### src/rtl/carfield_clk_div_ctrl.sv
// Per-domain clock-enable divider: one counter/FSM per Carfield domain, ticks every div_q cycles.
// Ratio updates land only on a period boundary; a domain with an update queued back-pressures its config writes.
module carfield_clk_div_ctrl #(
   parameter  int unsigned NumDomains = 4,
   parameter  int unsigned DivWidth   = 8,
   parameter  int unsigned DefaultDiv = 1,
   localparam int unsigned IdxW       = (NumDomains > 1) ? $clog2(NumDomains) : 1
) (
   input  logic                  clk_i,
   input  logic                  rst_ni,
   input  logic                  cfg_valid_i,
   output logic                  cfg_ready_o,
   input  logic [IdxW-1:0]       cfg_idx_i,
   input  logic [DivWidth-1:0]   cfg_div_i,
   output logic [NumDomains-1:0] tick_o,
   output logic [NumDomains-1:0] pending_o,
   output logic [NumDomains-1:0] running_o
);

   typedef enum logic [1:0] {
      ST_STOP = 2'd0,
      ST_RUN  = 2'd1,
      ST_PEND = 2'd2
   } state_e;

   localparam logic [DivWidth-1:0] DefDiv   = DivWidth'(DefaultDiv);
   localparam state_e              RstState = (DefaultDiv != 0) ? ST_RUN : ST_STOP;

   logic [NumDomains-1:0] w_pending;
   logic                  w_ready;

   // Out-of-range indices stay ready so the request is swallowed instead of stalling the port.
   always_comb begin
      w_ready = 1'b1;
      for (int i = 0; i < NumDomains; i++) begin
         if (cfg_idx_i == IdxW'(i)) begin
            w_ready = !w_pending[i];
         end
      end
   end

   assign cfg_ready_o = w_ready;
   assign pending_o   = w_pending;

   for (genvar d = 0; d < NumDomains; d++) begin : g_dom
      state_e              r_state, w_state_nxt;
      logic [DivWidth-1:0] r_cnt, r_div, r_pend;
      logic [DivWidth-1:0] w_cnt_nxt, w_div_nxt, w_pend_nxt;
      logic [DivWidth-1:0] w_div_m1;
      logic                w_active, w_tick, w_wr;

      assign w_active = (r_state == ST_RUN) || (r_state == ST_PEND);
      assign w_div_m1 = r_div - DivWidth'(1);
      assign w_tick   = w_active && (r_cnt == w_div_m1);
      assign w_wr     = cfg_valid_i && w_ready && (cfg_idx_i == IdxW'(d));

      always_comb begin
         w_state_nxt = r_state;
         w_cnt_nxt   = w_tick ? '0 : r_cnt + DivWidth'(1);
         w_div_nxt   = r_div;
         w_pend_nxt  = r_pend;
         unique case (r_state)
            ST_STOP: begin
               w_cnt_nxt = '0;
               if (w_wr && (cfg_div_i != '0)) begin
                  w_div_nxt   = cfg_div_i;
                  w_state_nxt = ST_RUN;
               end
            end
            ST_RUN: begin
               if (w_wr) begin
                  if (!w_tick) begin
                     w_pend_nxt  = cfg_div_i;
                     w_state_nxt = ST_PEND;
                  end else if (cfg_div_i != '0) begin
                     w_div_nxt = cfg_div_i;
                  end else begin
                     w_state_nxt = ST_STOP;
                  end
               end
            end
            ST_PEND: begin
               // Old ratio finishes its period before the queued one takes over.
               if (w_tick) begin
                  if (r_pend != '0) begin
                     w_div_nxt   = r_pend;
                     w_state_nxt = ST_RUN;
                  end else begin
                     w_state_nxt = ST_STOP;
                  end
               end
            end
            default: begin
               w_cnt_nxt   = '0;
               w_state_nxt = ST_STOP;
            end
         endcase
      end

      always_ff @(posedge clk_i or negedge rst_ni) begin
         if (!rst_ni) begin
            r_state <= RstState;
            r_cnt   <= '0;
            r_div   <= DefDiv;
            r_pend  <= '0;
         end else begin
            r_state <= w_state_nxt;
            r_cnt   <= w_cnt_nxt;
            r_div   <= w_div_nxt;
            r_pend  <= w_pend_nxt;
         end
      end

      assign tick_o[d]    = w_tick;
      assign w_pending[d] = (r_state == ST_PEND);
      assign running_o[d] = (r_state != ST_STOP);
   end

endmodule
### config.mk
export PLATFORM = sky130hd
export DESIGN_NAME = carfield_clk_div_ctrl
export DESIGN_NICKNAME = d
export VERILOG_FILES = /design/src/rtl/carfield_clk_div_ctrl.sv
export SDC_FILE = /design/constraint.sdc
export NUM_CORES = 1
export LEC_CHECK = 0
export CAP_MARGIN = 20
export CORE_AREA = 4 4 156 98
export CTS_CLUSTER_SIZE = 28
export DETAILED_ROUTE_END_ITERATION = 16
export DIE_AREA = 0 0 160 102
export SLEW_MARGIN = 30
export SYNTH_ARGS = -nofsm -noshare
export SYNTH_HDL_FRONTEND = slang
export SYNTH_SLANG_ARGS = --single-unit
### constraint.sdc
create_clock -name clk_i -period 3.95 [get_ports clk_i]
set_input_delay 1.185 -clock clk_i [delete_from_list [all_inputs] [get_ports clk_i]]
set_output_delay 1.185 -clock clk_i [all_outputs]
set_load 0.01 [all_outputs]
==> results of run 1 <==
synth_stat cells (2+ instances only):
cell,count
clkbuf_1,6
inv_1,26
mux2i_1,19
nand3b_1,2
nor3b_1,3
mux2_2,42
nand2_1,21
dfrtp_1,96
nor4_1,14
o21ai_0,5
and3_1,12
mux2_4,5
or4_1,2
o211ai_1,3
nor2b_1,2
and2_1,2
a31oi_1,3
nand4_1,2
or2_1,2
xnor2_1,39
mux2_1,37
dfstp_2,8
o2111ai_1,3
nor2_1,51
buf_4,5
a41oi_1,2
o211ai_4,2
ha_1,24
buf_1,2
nand3_1,23
a21oi_1,13
xor2_1,27
nand2b_1,9
nor3_1,9
routing by layer:
| metal | wire [µm] | up-vias | part of all wire |
|---|---|---|---|
| li1 | - | 2044 | - |
| met1 | 7130 | 2095 | 0.53 |
| met2 | 5740 | 44 | 0.43 |
| met3 | 429 | 9 | 0.032 |
| met4 | 107 | 0 | 0.0080 |
| met5 | 0 | - | 0 |
per-stage QoR:
step	total power, W	cells	instance area, µm²	hold WS, ns
global route	0.00590	781	7040	0.524
floorplan	0.00381	554	6120	0.475
CTS	0.00551	780	7020	0.519
detailed placement	0.00448	764	6690	0.499
global placement	0.00438	764	6690	0.494
finish	0.00548	781	7040	0.512
power by group:
group | total, W | switching (W) | leakage, nW | internal (W)
clock network | 0.000994 | 0.000404 | 0.165 | 0.000590
logic | 0.00250 | 0.00123 | 1.64 | 0.00127
registers | 0.00198 | 0.000454 | 1.30 | 0.00153
total | 0.00548 | 0.00209 | 3.11 | 0.00339
critical path, delay by kind of cell:
family                 cells  cell delay [ns]
AO/OA/AOI/OAI              2             0.25
AND/OR/NAND/NOR            1             0.13
buffers and inverters      4             1.03
layout make-up:
cell class	instances	area [µm²]
fill	1248	7000
multi-input combinational	409	3340
sequential	104	2610
timing repair buffer	46	432
clock buffer	11	253
tap	180	225
inverter	26	97.6
clock inverter	5	78.8
registers in the layout (all words and copies together), names as in the netlist:
register and count:
g_dom.r_state 8, g_dom.r_pend 32, g_dom.r_div 32, g_dom.r_cnt 32
what timing repair did:
action,in CTS,in global routing
gates resized for setup,5,4
endpoints found under the setup margin,5,2
hold buffers,0,0
pin swaps,1,2
setup buffers,0,1
worst paths after layout:
check	from	endpoint	slack, ns
worst max-delay path	cfg_idx_i[0]	cfg_ready_o	0.16
worst min-delay path	g_dom[2].r_div[7]$_DFFE_PN0P_	g_dom[2].r_div[7]$_DFFE_PN0P_	0.51
worst max register to register	g_dom[0].r_state[0]$_DFFE_PN1P_	g_dom[0].r_div[2]$_DFFE_PN0P_	0.84
worst min register to register	g_dom[2].r_div[7]$_DFFE_PN0P_	g_dom[2].r_div[7]$_DFFE_PN0P_	0.51
max in group asynchronous	rst_ni	g_dom[1].r_div[0]$_DFFE_PN1P_	2.25
min in group asynchronous	rst_ni	g_dom[2].r_cnt[2]$_DFF_PN0_	0.89
cells by family (layout without fill, tap and decap cells):
logic type | Yosys count | in the layout | share of synthesized area
compound gates | 46 | 46 | 0.0607
xor+xnor | 67 | 67 | 0.0971
fa+ha+maj | 24 | 24 | 0.0490
buf+inv | 41 | 88 | 0.0296
flops | 104 | 104 | 0.427
mux | 103 | 103 | 0.189
simple gates | 169 | 169 | 0.148
==> flow_summary.yaml, run 1 <==
timing:
  finalCritPeriodShare: 0.960
  drv_slew: 0
  rsz0062_at_grt: "no"
  tightest_slew_ns: 0.742
  hold_viol_final: 0
  max_freq_ghz: 0.264
  relSlewSlack: 0.505
  setup_viol: 0
  timing.final.ws_setup_ns: 0.157
  min_period_ns: 3.79
  setup_tns_ns: 0
  clock_skew_ns: 0.00780
yosys:
  avgSynthCellArea_um2: 11.1
  yosysTopAreaCell: "dfrtp_1"
  syn-cell-area_mm2: 0.00612
  syn_inst: 554
  syn_nets: 591
  synth_edf_count: 0
  synth_area_leaders: "dfrtp_1 (39%), mux2_2 (7.7%), mux2_1 (6.8%)"
  yosys_most_used_dff: "dfrtp_1"
  ys_seq_area_frac: 0.427
  netlist.area_leader.share: 0.392
  synth.distinct_cells: 67
  ys_warn_count: 0
  synthArstFlopShare: 1.00
  synth-seq-cells: 104
drt:
  wire_per_inst_um: 17.2
  drtAntennaViolNets: 0
  post-route-drc-count: 0
  drt_pre_antenna_iters: 4
  dr.first_iter.drc_count: 213
  drt-vias-per-instance: 5.37
  routed_wl_um: 13400
  num_vias: 4192
global_routing:
  grt_pass1_vias: 4327
  grtUsageMet3: 0.0351
  antenna_found_initial: 0
  use_met1: 0.260
  busiest_layer: "met2"
  grt_util_met2: 0.264
  grt_pass1_wl_um: 22700
  grt_max_degree: 57
  track_usage: 0.174
  grt_overflow: 0
worst_setup_path:
  ff2ff_path_depth: 8
  crit_path_end_kind: "output port"
  path_cells: "clkdlybuf4s50_1 -> buf_4 -> nor2b_1 -> o21ai_0 -> o21ai_0 -> buf_4 -> dlygate4sd2_1"
  crit_arrival_ns: 2.61
  crit_type: "primary input to output port"
  cp_slowest_stage_delay_ns: 0.45
  worstPathMaxFanout: 4
  cp_slowest_cell: "clkdlybuf4s50_1"
  required_ns: 2.76
  cp-start-kind: "primary input"
finish:
  final_core_util: 0.502
  nNetsFinal: 633
  final_common_cell: "dfrtp_1"
  final_cell_mix: "dfrtp_1 (95), nor2_1 (51), mux2_2 (42), xnor2_1 (39), mux2_1 (37)"
  drive_gt1_frac: 0.190
  n_antenna_cell: 0
  syn2layout_area_growth_pct: 15.0
floorplan:
  rows: 34
  fp.coreArea_mm2: 0.0140
  die_x_um: 160
  start_util: 0.436
  io_pins: 26
  die_y_um: 102
  die_area_mm2: 0.0163
clocking:
  cts_buffer_depth: 2
  cts_tree: "yes"
  htreeDepth: 3
  clock_sinks: 104
  cts-root-buf: "clkbuf_16"
  clock_latency_ns: 0.35
  clk_pin_slew_ns: 0.07
  numCtsBuffers: 9
placed_design:
  gp_congestion: 0.816
  hpwl_um: 10100
  io_buffers: 25
  place_ws_ns: -0.104
job:
  maxCapViolations: 0
min_path:
  min_path_cells: 1
  worstHoldPathType: "register to register"
pwr:
  power.density_mw_per_mm2: 778
  cellLeakagePower_nw: 3.11
  ir_worst_vdd_v: 0.000316
run_status:
  status: "finished clean"
No activity file was read; power rests on OpenSTA's default activity.
==> run 2: changes to the inputs <==
--- a/config.mk
+++ b/config.mk
@@ -6,10 +6,10 @@
 export NUM_CORES = 1
 export LEC_CHECK = 0
 export CAP_MARGIN = 20
-export CORE_AREA = 4 4 156 98
+export CORE_AREA = 2 2 154 96
 export CTS_CLUSTER_SIZE = 28
 export DETAILED_ROUTE_END_ITERATION = 16
-export DIE_AREA = 0 0 160 102
+export DIE_AREA = 0 0 156 98
 export SLEW_MARGIN = 30
 export SYNTH_ARGS = -nofsm -noshare
 export SYNTH_HDL_FRONTEND = slang
==> flow_summary.yaml, run 2 (synthesis gave the netlist of run 1 again) <==
clocking:
  cts-root-buf: "clkbuf_16"
  cts_tree: "yes"
  clock_latency_ns: 0.35
  clock_sinks: 104
  clk_pin_slew_ns: 0.07
  numCtsBuffers: 9
  cts_hold_buf: 0
  htreeDepth: 3
  cts_buffer_depth: 2
global_routing:
  grt_pass1_vias: 4212
  grtUsageMet3: 0.0360
  busiest_layer: "met1"
  track_usage: 0.185
  grt_util_met2: 0.267
  grt_pass1_wl_um: 22100
  antenna_found_initial: 0
  use_met1: 0.286
  grt_overflow: 0
  grt_max_degree: 54
pwr:
  cellLeakagePower_nw: 3.09
  totalPowerFinal_w: 0.00537
  power.density_mw_per_mm2: 766
  ir_worst_vdd_v: 0.000298
job:
  maxCapViolations: 0
finish:
  final_cells: 783
  final_cell_mix: "dfrtp_1 (95), nor2_1 (51), mux2_2 (42), xnor2_1 (39), mux2_1 (37)"
  syn2layout_area_growth_pct: 14.6
  drive_gt1_frac: 0.189
  final_area_mm2: 0.00702
  n_antenna_cell: 0
  nNetsFinal: 635
  reg_top3: "g_dom.r_cnt x32, g_dom.r_div x32, g_dom.r_pend x32"
  final_common_cell: "dfrtp_1"
worst_setup_path:
  worstPathMaxFanout: 4
  crit_type: "primary input to output port"
  crit_arrival_ns: 2.60
  crit_path_end_kind: "output port"
  cp-start-kind: "primary input"
  required_ns: 2.76
floorplan:
  rows: 34
  die_x_um: 156
  die_y_um: 98
  die_area_mm2: 0.0153
  fp.coreArea_mm2: 0.0140
  start_util: 0.437
  io_pins: 26
drt:
  wire_per_inst_um: 16.7
  drt-vias-per-instance: 5.36
  drt_pre_antenna_iters: 4
  drtAntennaViolNets: 0
  routed_wl_um: 13000
  num_vias: 4196
  dr.first_iter.drc_count: 186
  post-route-drc-count: 0
placed_design:
  place_ws_ns: -0.0955
  place_area_mm2: 0.00669
  io_buffers: 25
  hpwl_um: 9760
  dpl.cell_count: 765
  gp_congestion: 0.811
timing:
  clock_skew_ns: 0.00922
  finalCritPeriodShare: 0.959
  rsz0062_at_grt: "no"
  min_period_ns: 3.79
  hold_viol_final: 0
  setup_viol: 0
  relSlewSlack: 0.543
  max_freq_ghz: 0.264
  drv_slew: 0
  timing.final.ws_setup_ns: 0.160
  tightest_slew_ns: 0.679
run_status:
  status: "finished clean"
min_path:
  worstHoldPathType: "register to register"
run 2: cell count changes in the layout (fill, tap and decap cells not counted):
cell	change
buf_4	+2
clkbuf_1	+2
clkinvlp_4	+1
clkinv_4	-1
bufinv_16	-1
inv_6	+1
clkbuf_8	-2
run 2: timing repair:
action / in CTS / in global routing
gates cloned: 0 / 0
pin swaps: 1 / 2
setup endpoints to repair: 5 / 2
resized for setup: 5 / 4
setup buffers: 0 / 2
run 2: power by group:
| group | internal [W] | switching, W |
|---|---|---|
| Sequential | 0.00153 | 0.000445 |
| Clock | 0.000493 | 0.000400 |
| Combinational | 0.00128 | 0.00123 |
| Total | 0.00330 | 0.00207 |
run 2: final cells by class:
type | count | area (µm²)
multi-input cells | 409 | 3340
clock buffers | 11 | 233
well taps | 180 | 225
fillers | 1222 | 6980
repair buffers | 48 | 447
flip-flops and latches | 104 | 2610
clock inverters | 5 | 56.3
inverters | 26 | 97.6
run 2: worst paths after layout:
check / start / slack [ns] / end / depth (start not counted)
worst max-delay path: cfg_idx_i[0] / 0.16 / cfg_ready_o / 7
worst min-delay path: g_dom[1].r_div[7]$_DFFE_PN0P_ / 0.51 / g_dom[1].r_div[7]$_DFFE_PN0P_ / 1
worst max register to register: g_dom[3].r_div[0]$_DFFE_PN1P_ / 0.87 / g_dom[3].r_div[3]$_DFFE_PN0P_ / 10
worst min register to register: g_dom[1].r_div[7]$_DFFE_PN0P_ / 0.51 / g_dom[1].r_div[7]$_DFFE_PN0P_ / 1
max in group asynchronous: rst_ni / 2.28 / g_dom[2].r_div[0]$_DFFE_PN1P_ / 2
min in group asynchronous: rst_ni / 0.87 / g_dom[1].r_cnt[6]$_DFF_PN0_ / 1
run 2: stage by stage:
| step | utilization | hold slack (ns) | setup TNS [ns] |
|---|---|---|---|
| after global placement | 0.478 | 0.496 | -0.132 |
| after CTS | 0.499 | 0.519 | 0 |
| after floorplan | - | 0.475 | 0 |
| final | 0.501 | 0.513 | 0 |
| after global routing | 0.501 | 0.540 | 0 |
| after detailed placement | 0.478 | 0.501 | -0.0955 |
run 2: per-layer routing:
| layer | vias to the layer above | wire length [µm] |
|---|---|---|
| li1 | 2042 | - |
| met2 | 60 | 5610 |
| met1 | 2085 | 6750 |
| met3 | 9 | 571 |
| met5 | - | 0 |
| met4 | 0 | 114 |
run 2: critical path, stage by stage:
cell             delay [ns]
clkdlybuf4s50_1        0.45
buf_4                  0.16
nor2b_1                0.13
o21ai_0                0.16
o21ai_0                0.10
buf_4                  0.15
dlygate4sd2_1          0.27
==> run 3: changes to the inputs <==
--- a/config.mk
+++ b/config.mk
@@ -10,7 +10,9 @@
 export CTS_CLUSTER_SIZE = 28
 export DETAILED_ROUTE_END_ITERATION = 16
 export DIE_AREA = 0 0 156 98
+export SKIP_CTS_REPAIR_TIMING = 1
 export SLEW_MARGIN = 30
 export SYNTH_ARGS = -nofsm -noshare
 export SYNTH_HDL_FRONTEND = slang
 export SYNTH_SLANG_ARGS = --single-unit
+export TNS_END_PERCENT = 10
==> flow_summary.yaml, run 3 (synthesis gave the netlist of run 1 again) <==
run_status:
  status: "finished clean"
pwr:
  pwr-share-seq: 0.369
  combPwrFrac: 0.465
  cellLeakagePower_nw: 3.09
  p_int_w: 0.00329
  p_sw_w: 0.00207
  ir_worst_vdd_v: 0.000297
  totalPowerFinal_w: 0.00537
  p_sw_frac: 0.387
  power.density_mw_per_mm2: 765
  clockPowerShare: 0.166
min_path:
  min_path_cells: 1
  worstHoldPathType: "register to register"
clocking:
  cts_tree: "yes"
  clock_latency_ns: 0.35
  clock_sinks: 104
  cts_buffer_depth: 2
  clk_pin_slew_ns: 0.07
  cts-root-buf: "clkbuf_16"
  numCtsBuffers: 9
  htreeDepth: 3
drt:
  num_vias: 4192
  post-route-drc-count: 0
  drtAntennaViolNets: 0
  wire_per_inst_um: 16.7
  dr.first_iter.drc_count: 177
  drt-vias-per-instance: 5.37
  routed_wl_um: 13000
  drt_pre_antenna_iters: 4
job:
  maxCapViolations: 0
timing:
  setup_viol: 0
  timing.final.ws_setup_ns: 0.0746
  drv_slew: 0
  relSlewSlack: 0.538
  tightest_slew_ns: 0.691
  min_period_ns: 3.88
  rsz0062_at_grt: "yes"
  hold_viol_final: 0
  whs_ns: 0.513
  clock_skew_ns: 0.00825
  max_freq_ghz: 0.258
  finalCritPeriodShare: 0.981
global_routing:
  antenna_found_initial: 0
  track_usage: 0.184
  grt_max_degree: 54
  grt_pass1_vias: 4211
  grt_overflow: 0
  grt_pass1_wl_um: 22100
floorplan:
  die_y_um: 98
  die_x_um: 156
  die_area_mm2: 0.0153
  rows: 34
  start_util: 0.437
  fp.coreArea_mm2: 0.0140
  io_pins: 26
worst_setup_path:
  worstPathMaxFanout: 5
  crit_arrival_ns: 2.69
  ff2ff_path_depth: 10
  required_ns: 2.76
  crit_path_end_kind: "output port"
  crit_type: "register to output port"
  cp-start-kind: "register"
finish:
  final_cell_mix: "dfrtp_1 (95), nor2_1 (51), mux2_2 (42), xnor2_1 (39), mux2_1 (37)"
  final_cells: 781
  reg_top3: "g_dom.r_cnt x32, g_dom.r_div x32, g_dom.r_pend x32"
  nFillCells: 1224
  drive_gt1_frac: 0.191
  n_antenna_cell: 0
  final_area_mm2: 0.00701
  nNetsFinal: 633
  syn2layout_area_growth_pct: 14.6
  final_common_cell: "dfrtp_1"
placed_design:
  hpwl_um: 9760
  dpl.cell_count: 765
  place_ws_ns: -0.0955
  gp_congestion: 0.811
  place_area_mm2: 0.00669
  io_buffers: 25
## run 3: worst paths after layout
path,to,from,slack [ns]
worst max-delay path,tick_o[0],g_dom[0].r_div[0]$_DFFE_PN1P_,0.07
worst min-delay path,g_dom[1].r_div[7]$_DFFE_PN0P_,g_dom[1].r_div[7]$_DFFE_PN0P_,0.51
worst max register to register,g_dom[3].r_div[3]$_DFFE_PN0P_,g_dom[3].r_div[0]$_DFFE_PN1P_,0.91
worst min register to register,g_dom[1].r_div[7]$_DFFE_PN0P_,g_dom[1].r_div[7]$_DFFE_PN0P_,0.51
max in group asynchronous,g_dom[2].r_div[0]$_DFFE_PN1P_,rst_ni,2.28
min in group asynchronous,g_dom[1].r_cnt[6]$_DFF_PN0_,rst_ni,0.87
## run 3: metrics by stage
stage,util,TNS [ns]
floorplan,-,0
global placement,0.478,-0.132
detailed placement,0.478,-0.0955
CTS,0.499,-0.433
global route,0.501,-0.172
finish,0.501,0
## run 3: layer usage
metal | up-vias | share of wire | track usage
li1 | 2048 | - | -
met1 | 2084 | 0.53 | 0.286
met2 | 50 | 0.43 | 0.266
met3 | 10 | 0.031 | 0.0360
met4 | 0 | 0.0077 | 0.0402
met5 | - | 0 | 0
## run 3: critical path, cell delays in order (launching register included)
cell and delay [ns]:
dfstp_2 0.59, inv_1 0.07, ha_1 0.28, nor3b_1 0.19, a21oi_1 0.16, o2111ai_1 0.15, nor4_2 0.21, nand2_1 0.11
inv_1 0.07, clkdlybuf4s50_1 0.52
## run 3: cell type report
class / instances / area, µm² / area share
inverters: 26 / 97.6 / 0.0139
multi-input cells: 409 / 3350 / 0.478
clock inverters: 5 / 56.3 / 0.00803
flip-flops and latches: 104 / 2610 / 0.373
clock buffers: 11 / 233 / 0.0332
well taps: 180 / 225 / 0.0321
repair buffers: 46 / 435 / 0.0621
## run 3: power groups by stage
stage | clock [W] | sequential, W | combinational, W
CTS | 0.000921 | 0.00197 | 0.00249
finish | 0.000892 | 0.00198 | 0.00249
detailed placement | 0 | 0.00199 | 0.00248
floorplan | 0 | 0.00185 | 0.00196
global route | 0.000969 | 0.00206 | 0.00278
global placement | 0 | 0.00197 | 0.00240
